==> config.mk <==
export PLATFORM = sky130hd
export DESIGN_NAME = decode_exec_flat
export DESIGN_NICKNAME = d
export VERILOG_FILES = /design/src/rtl/decode_exec_if.sv /design/src/rtl/decode_exec.sv /design/src/flat_wrapper.sv
export SDC_FILE = /design/constraint.sdc
export NUM_CORES = 1
export LEC_CHECK = 0
export CORE_ASPECT_RATIO = 0.9
export CORE_UTILIZATION = 50
export DETAILED_ROUTE_END_ITERATION = 10
export GPL_TIMING_DRIVEN = 0
export PLACE_DENSITY = 0.86
export RECOVER_POWER = 100
export SLEW_MARGIN = 10
export SYNTH_ARGS = -nofsm -noshare
export SYNTH_HDL_FRONTEND = slang
export SYNTH_SLANG_ARGS = --single-unit
==> constraint.sdc <==
create_clock -name clk -period 4.1 [get_ports clk]
set_clock_uncertainty 0.05 [all_clocks]
set_input_delay 0.82 -clock clk [delete_from_list [all_inputs] [get_ports clk]]
set_output_delay 0.82 -clock clk [all_outputs]
set_load 0.005 [all_outputs]
==> src/rtl/decode_exec_if.sv <==
// Memory-side bus of the decode/execute stage: shared ROM/RAM address,
// fetch source select and the RAM read/write data path.
interface decode_exec_if;
  logic [7:0] address;
  logic       fetch_source;
  logic [7:0] mem_wdata;
  logic       mem_we;
  logic [7:0] mem_rdata;

  modport master (
    output address,
    output fetch_source,
    output mem_wdata,
    output mem_we,
    input  mem_rdata
  );

  modport slave (
    input  address,
    input  fetch_source,
    input  mem_wdata,
    input  mem_we,
    output mem_rdata
  );
endinterface

==> src/rtl/decode_exec.sv <==
// Control/execute stage of the 8-bit CPU: sequences FETCH/DECODE/EXEC/MEM,
// owns pc, accumulator and flags, and drives the ROM/RAM bus.
module decode_exec #(
  parameter int BITS       = 8,
  parameter int STATE_BITS = 3
) (
  input  logic                  clk,
  input  logic                  reset,
  input  logic [BITS-1:0]       instr,
  output logic [STATE_BITS-1:0] state,
  output logic [BITS-1:0]       pc,
  output logic [BITS-1:0]       acc,
  output logic                  zero,
  output logic                  carry,
  output logic                  halted,
  decode_exec_if.master         bus
);

  typedef enum logic [STATE_BITS-1:0] {
    S_RESET  = STATE_BITS'(0),
    S_FETCH  = STATE_BITS'(1),
    S_DECODE = STATE_BITS'(2),
    S_EXEC   = STATE_BITS'(3),
    S_MEM    = STATE_BITS'(4),
    S_HALT   = STATE_BITS'(5)
  } state_t;

  typedef enum logic [2:0] {
    OP_NOP  = 3'd0,
    OP_LDI  = 3'd1,
    OP_ADDI = 3'd2,
    OP_LD   = 3'd3,
    OP_ST   = 3'd4,
    OP_JMP  = 3'd5,
    OP_JZ   = 3'd6,
    OP_HLT  = 3'd7
  } op_t;

  state_t          state_q;
  op_t             op_q;
  logic [4:0]      imm_q;
  logic [BITS:0]   sum;
  logic [BITS-1:0] imm_ext;

  assign state   = state_q;
  assign imm_ext = BITS'(imm_q);
  assign sum     = {1'b0, acc} + {1'b0, imm_ext};

  always_ff @(posedge clk) begin
    if (reset) begin
      state_q <= S_RESET;
      op_q    <= OP_NOP;
      imm_q   <= '0;
      pc      <= '0;
      acc     <= '0;
      zero    <= 1'b0;
      carry   <= 1'b0;
      halted  <= 1'b0;
    end else begin
      case (state_q)
        S_RESET:  state_q <= S_FETCH;
        S_FETCH:  state_q <= S_DECODE;
        S_DECODE: begin
          op_q    <= op_t'(instr[7:5]);
          imm_q   <= instr[4:0];
          pc      <= pc + 1'b1;
          state_q <= S_EXEC;
        end
        S_EXEC: begin
          state_q <= S_FETCH;
          case (op_q)
            OP_LDI: begin
              acc   <= imm_ext;
              carry <= 1'b0;
              zero  <= (imm_ext == '0);
            end
            OP_ADDI: begin
              acc   <= sum[BITS-1:0];
              carry <= sum[BITS];
              zero  <= (sum[BITS-1:0] == '0);
            end
            OP_LD:  state_q <= S_MEM;
            OP_JMP: pc <= imm_ext;
            OP_JZ:  if (zero) pc <= imm_ext;
            OP_HLT: begin
              state_q <= S_HALT;
              halted  <= 1'b1;
            end
            default: ;
          endcase
        end
        S_MEM: begin
          acc     <= BITS'(bus.mem_rdata);
          carry   <= 1'b0;
          zero    <= (bus.mem_rdata == '0);
          state_q <= S_FETCH;
        end
        S_HALT:  state_q <= S_HALT;
        default: state_q <= S_RESET;
      endcase
    end
  end

  // LD keeps the RAM address and source through both EXEC and MEM.
  always_comb begin
    bus.address      = pc[7:0];
    bus.fetch_source = 1'b0;
    bus.mem_we       = 1'b0;
    if ((state_q == S_EXEC && op_q == OP_LD) || state_q == S_MEM) begin
      bus.address      = {3'b000, imm_q};
      bus.fetch_source = 1'b1;
    end else if (state_q == S_EXEC && op_q == OP_ST) begin
      bus.address = {3'b000, imm_q};
      bus.mem_we  = 1'b1;
    end
  end

  assign bus.mem_wdata = acc[7:0];

endmodule

==> src/flat_wrapper.sv <==
// flat-port wrapper written by rule: the top's interface ports become plain ports
module decode_exec_flat 
#(
  parameter int BITS       = 8,
  parameter int STATE_BITS = 3
)
  (clk, reset, instr, state, pc, acc, zero, carry, halted, bus_address, bus_fetch_source, bus_mem_wdata, bus_mem_we, bus_mem_rdata);
  decode_exec_if bus_i ();
  input  logic clk;
  input  logic reset;
  input  logic [BITS-1:0] instr;
  output logic [STATE_BITS-1:0] state;
  output logic [BITS-1:0] pc;
  output logic [BITS-1:0] acc;
  output logic zero;
  output logic carry;
  output logic halted;
  output wire logic [$bits(bus_i.address)-1:0] bus_address;
  output wire logic [$bits(bus_i.fetch_source)-1:0] bus_fetch_source;
  output wire logic [$bits(bus_i.mem_wdata)-1:0] bus_mem_wdata;
  output wire logic [$bits(bus_i.mem_we)-1:0] bus_mem_we;
  input wire logic [$bits(bus_i.mem_rdata)-1:0] bus_mem_rdata;
  assign bus_address = bus_i.address;
  assign bus_fetch_source = bus_i.fetch_source;
  assign bus_mem_wdata = bus_i.mem_wdata;
  assign bus_mem_we = bus_i.mem_we;
  assign bus_i.mem_rdata = bus_mem_rdata;
  decode_exec #(.BITS(BITS), .STATE_BITS(STATE_BITS)) u_core (.clk(clk), .reset(reset), .instr(instr), .state(state), .pc(pc), .acc(acc), .zero(zero), .carry(carry), .halted(halted), .bus(bus_i));
endmodule
==> impl_results.md <==
* Status: complete, no violations
* Synth Area in Simple Gates at 23.77%
* Area of the core at 3757 µm²
* CP max-delay cell: dlygate4sd3_1
* Delay of the slowest critical-path stage at ~570 ps
* Compound-cell area share of the yosys netlist at 26.61%
* PwrDens at 278.8 nW/µm²
* Clk_lat worst skew at 280 ps
* Post-synth cell types at 56
* Critical path launch point: u_core.state[2]
* Worst R2R End: u_core.acc[4]
* Global route overflow at 0
* Clk buf depth at 2
* Ports at 58
* Pre-Repair DR Iteration Count at 4
* Crit Path Class: reg -> out
* Worst Setup Start Kind: register
* Max Freq at slightly below 300 MHz
* Share of the synthesized area in the top cell type at 30.34%
* R2R setup slack at 1920 ps
* Routability cong. at 0.9620
* Post-CTS Setup Bufs at 0
* Maxcap violations at 0
* Nets at 337
* GR Util All Layers at 28.74%
* Initial core utilization at 52.68%
* Synth Area in Adders at roughly 4.8%
* Cts repair resizes at 0
* Setup-failing EPs final at 0
* R2R Path Start: u_core.imm_q[0]
* Worst-path clk slew at 60 ps
* Per-cell routed wire length at ~16 µm
* Cts hold-fix bufs at 0
* Die area at 4215 µm²
* Slew headroom at 57.19%
* H-Tree Depth at 2
* Crit Path Max Fanout at 9
* Post-Route WL at 5.591 mm
* Pre-CTS WS at roughly 1200 ps
* Final min period at 3361 ps
* Fin util at 71.06%
* Combinational family with the most area after synthesis: compound AO/OA/AOI/OAI gates
* Register area share after synthesis at a little under a third
* Starting DRT DRC Count at 194
* Synth Area in XOR/XNOR at 2.655%
* Post-route cell area at about 2700 µm²
* Ys Warns at 0
* Flops & latches, synth at 30
* # clock sinks at 30
* Crit path cell chain: or3b_1 -> clkbuf_1 -> o21ai_2 -> mux2_2 -> dlygate4sd3_1
* HPWL Detailed at 3.995 mm
* Mapped Area at 1979 µm²
* P&R area growth vs syn at 34.89%
* Vias in the first global route at approximately 1800
* Post-Syn Nets at between 200 and 300
* Top Family by Delay on Critical Path: buffers and inverters
* R2r worst-path depth at 7
* Final slew viol count at 0
* Final TNS setup at 0 ps
* WP data required at between 3000 and 4000 ps
* Critical path arrival at 2490 ps
* Worst Path Buf+Inv at 2
* Number of flops mapped to enable cells by yosys at 0
* Fin cells at 359
* Post-DP Area at 2597 µm²
* Slew @ Worst Pin at 639.8 ps
* Die Wd at 68.32 µm
* Peak VDD IR at between 200 and 250 µV
* Root Driver: clkbuf_8
* Via count at 2114
* Mux cell area share after synthesis at 4.867%
* # placed instances at 351
* Worst Min Path Start: u_core.halted
* First-pass GRT wire length at 8.714 mm
* Synth async-reset ratio at 0%
* Leak pwr at about 1.1 nW
* Final worst-path cycle share at about 82%
* Die Ht at 61.69 µm
* Fin. Hold Viols at 0
* Row count at 21
* Initial antenna violation count at 0
* Remaining DRCs at 0
* Share of cells above drive strength 1 at 7.668%
* Cts bufs inserted at 5
* Mean Syn Cell Area at 7.949 µm²
* Largest net degree at the start of global routing at 11
* Antenna Cells at 0
* Unrepaired setup endpoints after global routing: false
* Top FF cell, synth: dfxtp_1
* CTS tree: done
* HP Class: reg -> reg
* Area leader, netlist: dfxtp_1
* Worst Hold Path EP: u_core.halted
* Final WS setup at around 740 ps
* Ranking of synthesized cells by area: dfxtp_1, a21oi_1, nand2_1
* Worst Hold Depth at 1
* Antenna Nets Post-Route at 0
* Port Buffers at 56
* Synth Instances at approximately 250
* Critical path endpoint category: output port
* Drt via density at 5.889
## synth_stat cells (all sizes together), types with 3 or more instances
cell    count
dfxtp      30
nor2       27
nand2      26
a21oi      22
o21ai      21
buf        13
nand3       8
inv         7
ha          6
nor3        6
a22oi       5
clkbuf      5
mux2        5
nand2b      5
xnor2       5
and3        4
mux2i       4
o21a        4
a211oi      3
a21o        3
a221oi      3
nor4        3
## flip-flops by register name, indices dropped and copies added, names as in the netlist
register,flops
u_core.carry,1
u_core.op_q,3
u_core.halted,1
u_core.zero,1
u_core.pc,8
u_core.state,3
u_core.imm_q,5
u_core.acc,8
## power by group
part | switching [mW] | internal (mW)
logic | 0.0656 | 0.0607
registers | 0.0201 | 0.303
clock network | 0.113 | 0.182
## how the worst max path moves through the flow
| stage | cells past startpoint | slack, ps | end |
|---|---|---|---|
| floorplan | 4 | 1800 | bus_address[0] |
| global placement | 5 | 1180 | bus_address[4] |
| detailed placement | 5 | 1180 | bus_address[0] |
| CTS | 5 | 860 | bus_address[0] |
| global route | 5 | 630 | bus_address[0] |
| finish | 5 | 740 | bus_address[4] |
## area by class of cell
type	count	area (µm²)
plain buffers	18	103.9
clock inverters	1	30.03
flip-flops and latches	30	600.6
inverters	7	26.28
clock buffers	7	76.32
multi-input cells	194	1215
fillers	319	1087
repair buffers	56	560.5
well taps	46	57.56
## stage by stage
step | total power, mW | hold WS [ps]
2_1_floorplan | 0.4022 | 414.2
3_3_place_gp | 0.4574 | 400.3
3_5_place_dp | 0.4608 | 411.2
4_1_cts | 0.7506 | 425.1
5_1_grt | 0.7768 | 442.1
6_report | 0.7445 | 415.3
## logic make-up (layout without fill, tap and decap cells)
family	Yosys count	count (layout)
adders and majority gates	7	7
buffers and inverters	25	89
DFF	30	30
muxes	9	9
AOI/OAI and AO/OA	78	78
and+or+nand+nor	94	94
xor gates and xnor gates	6	6
## layer usage
layer	up-vias	routed length (µm)	GRT usage, %	part of all wire [%]
met5	-	0	0	0
met4	0	106	8.631	1.9
met3	11	384	7.664	6.9
met2	91	2606	45.10	47
met1	973	2493	38.68	45
li1	1039	-	-	-
## placed cells by master, fill, tap and decap left out, types with 4 or more instances in the layout
cell,instances
ha_1,6
o21ai_0,18
nand2b_1,5
clkbuf_1,9
and3_1,4
nand3_1,8
a21oi_1,21
dfxtp_1,30
clkbuf_4,5
buf_4,4
clkbuf_8,5
dlygate4sd3_1,34
inv_1,7
a22oi_1,5
nor3_1,6
xnor2_1,5
mux2i_1,4
clkdlybuf4s50_1,22
nand2_1,26
nor2_1,27
o21a_1,4
(Power assumes the default switching activity.)
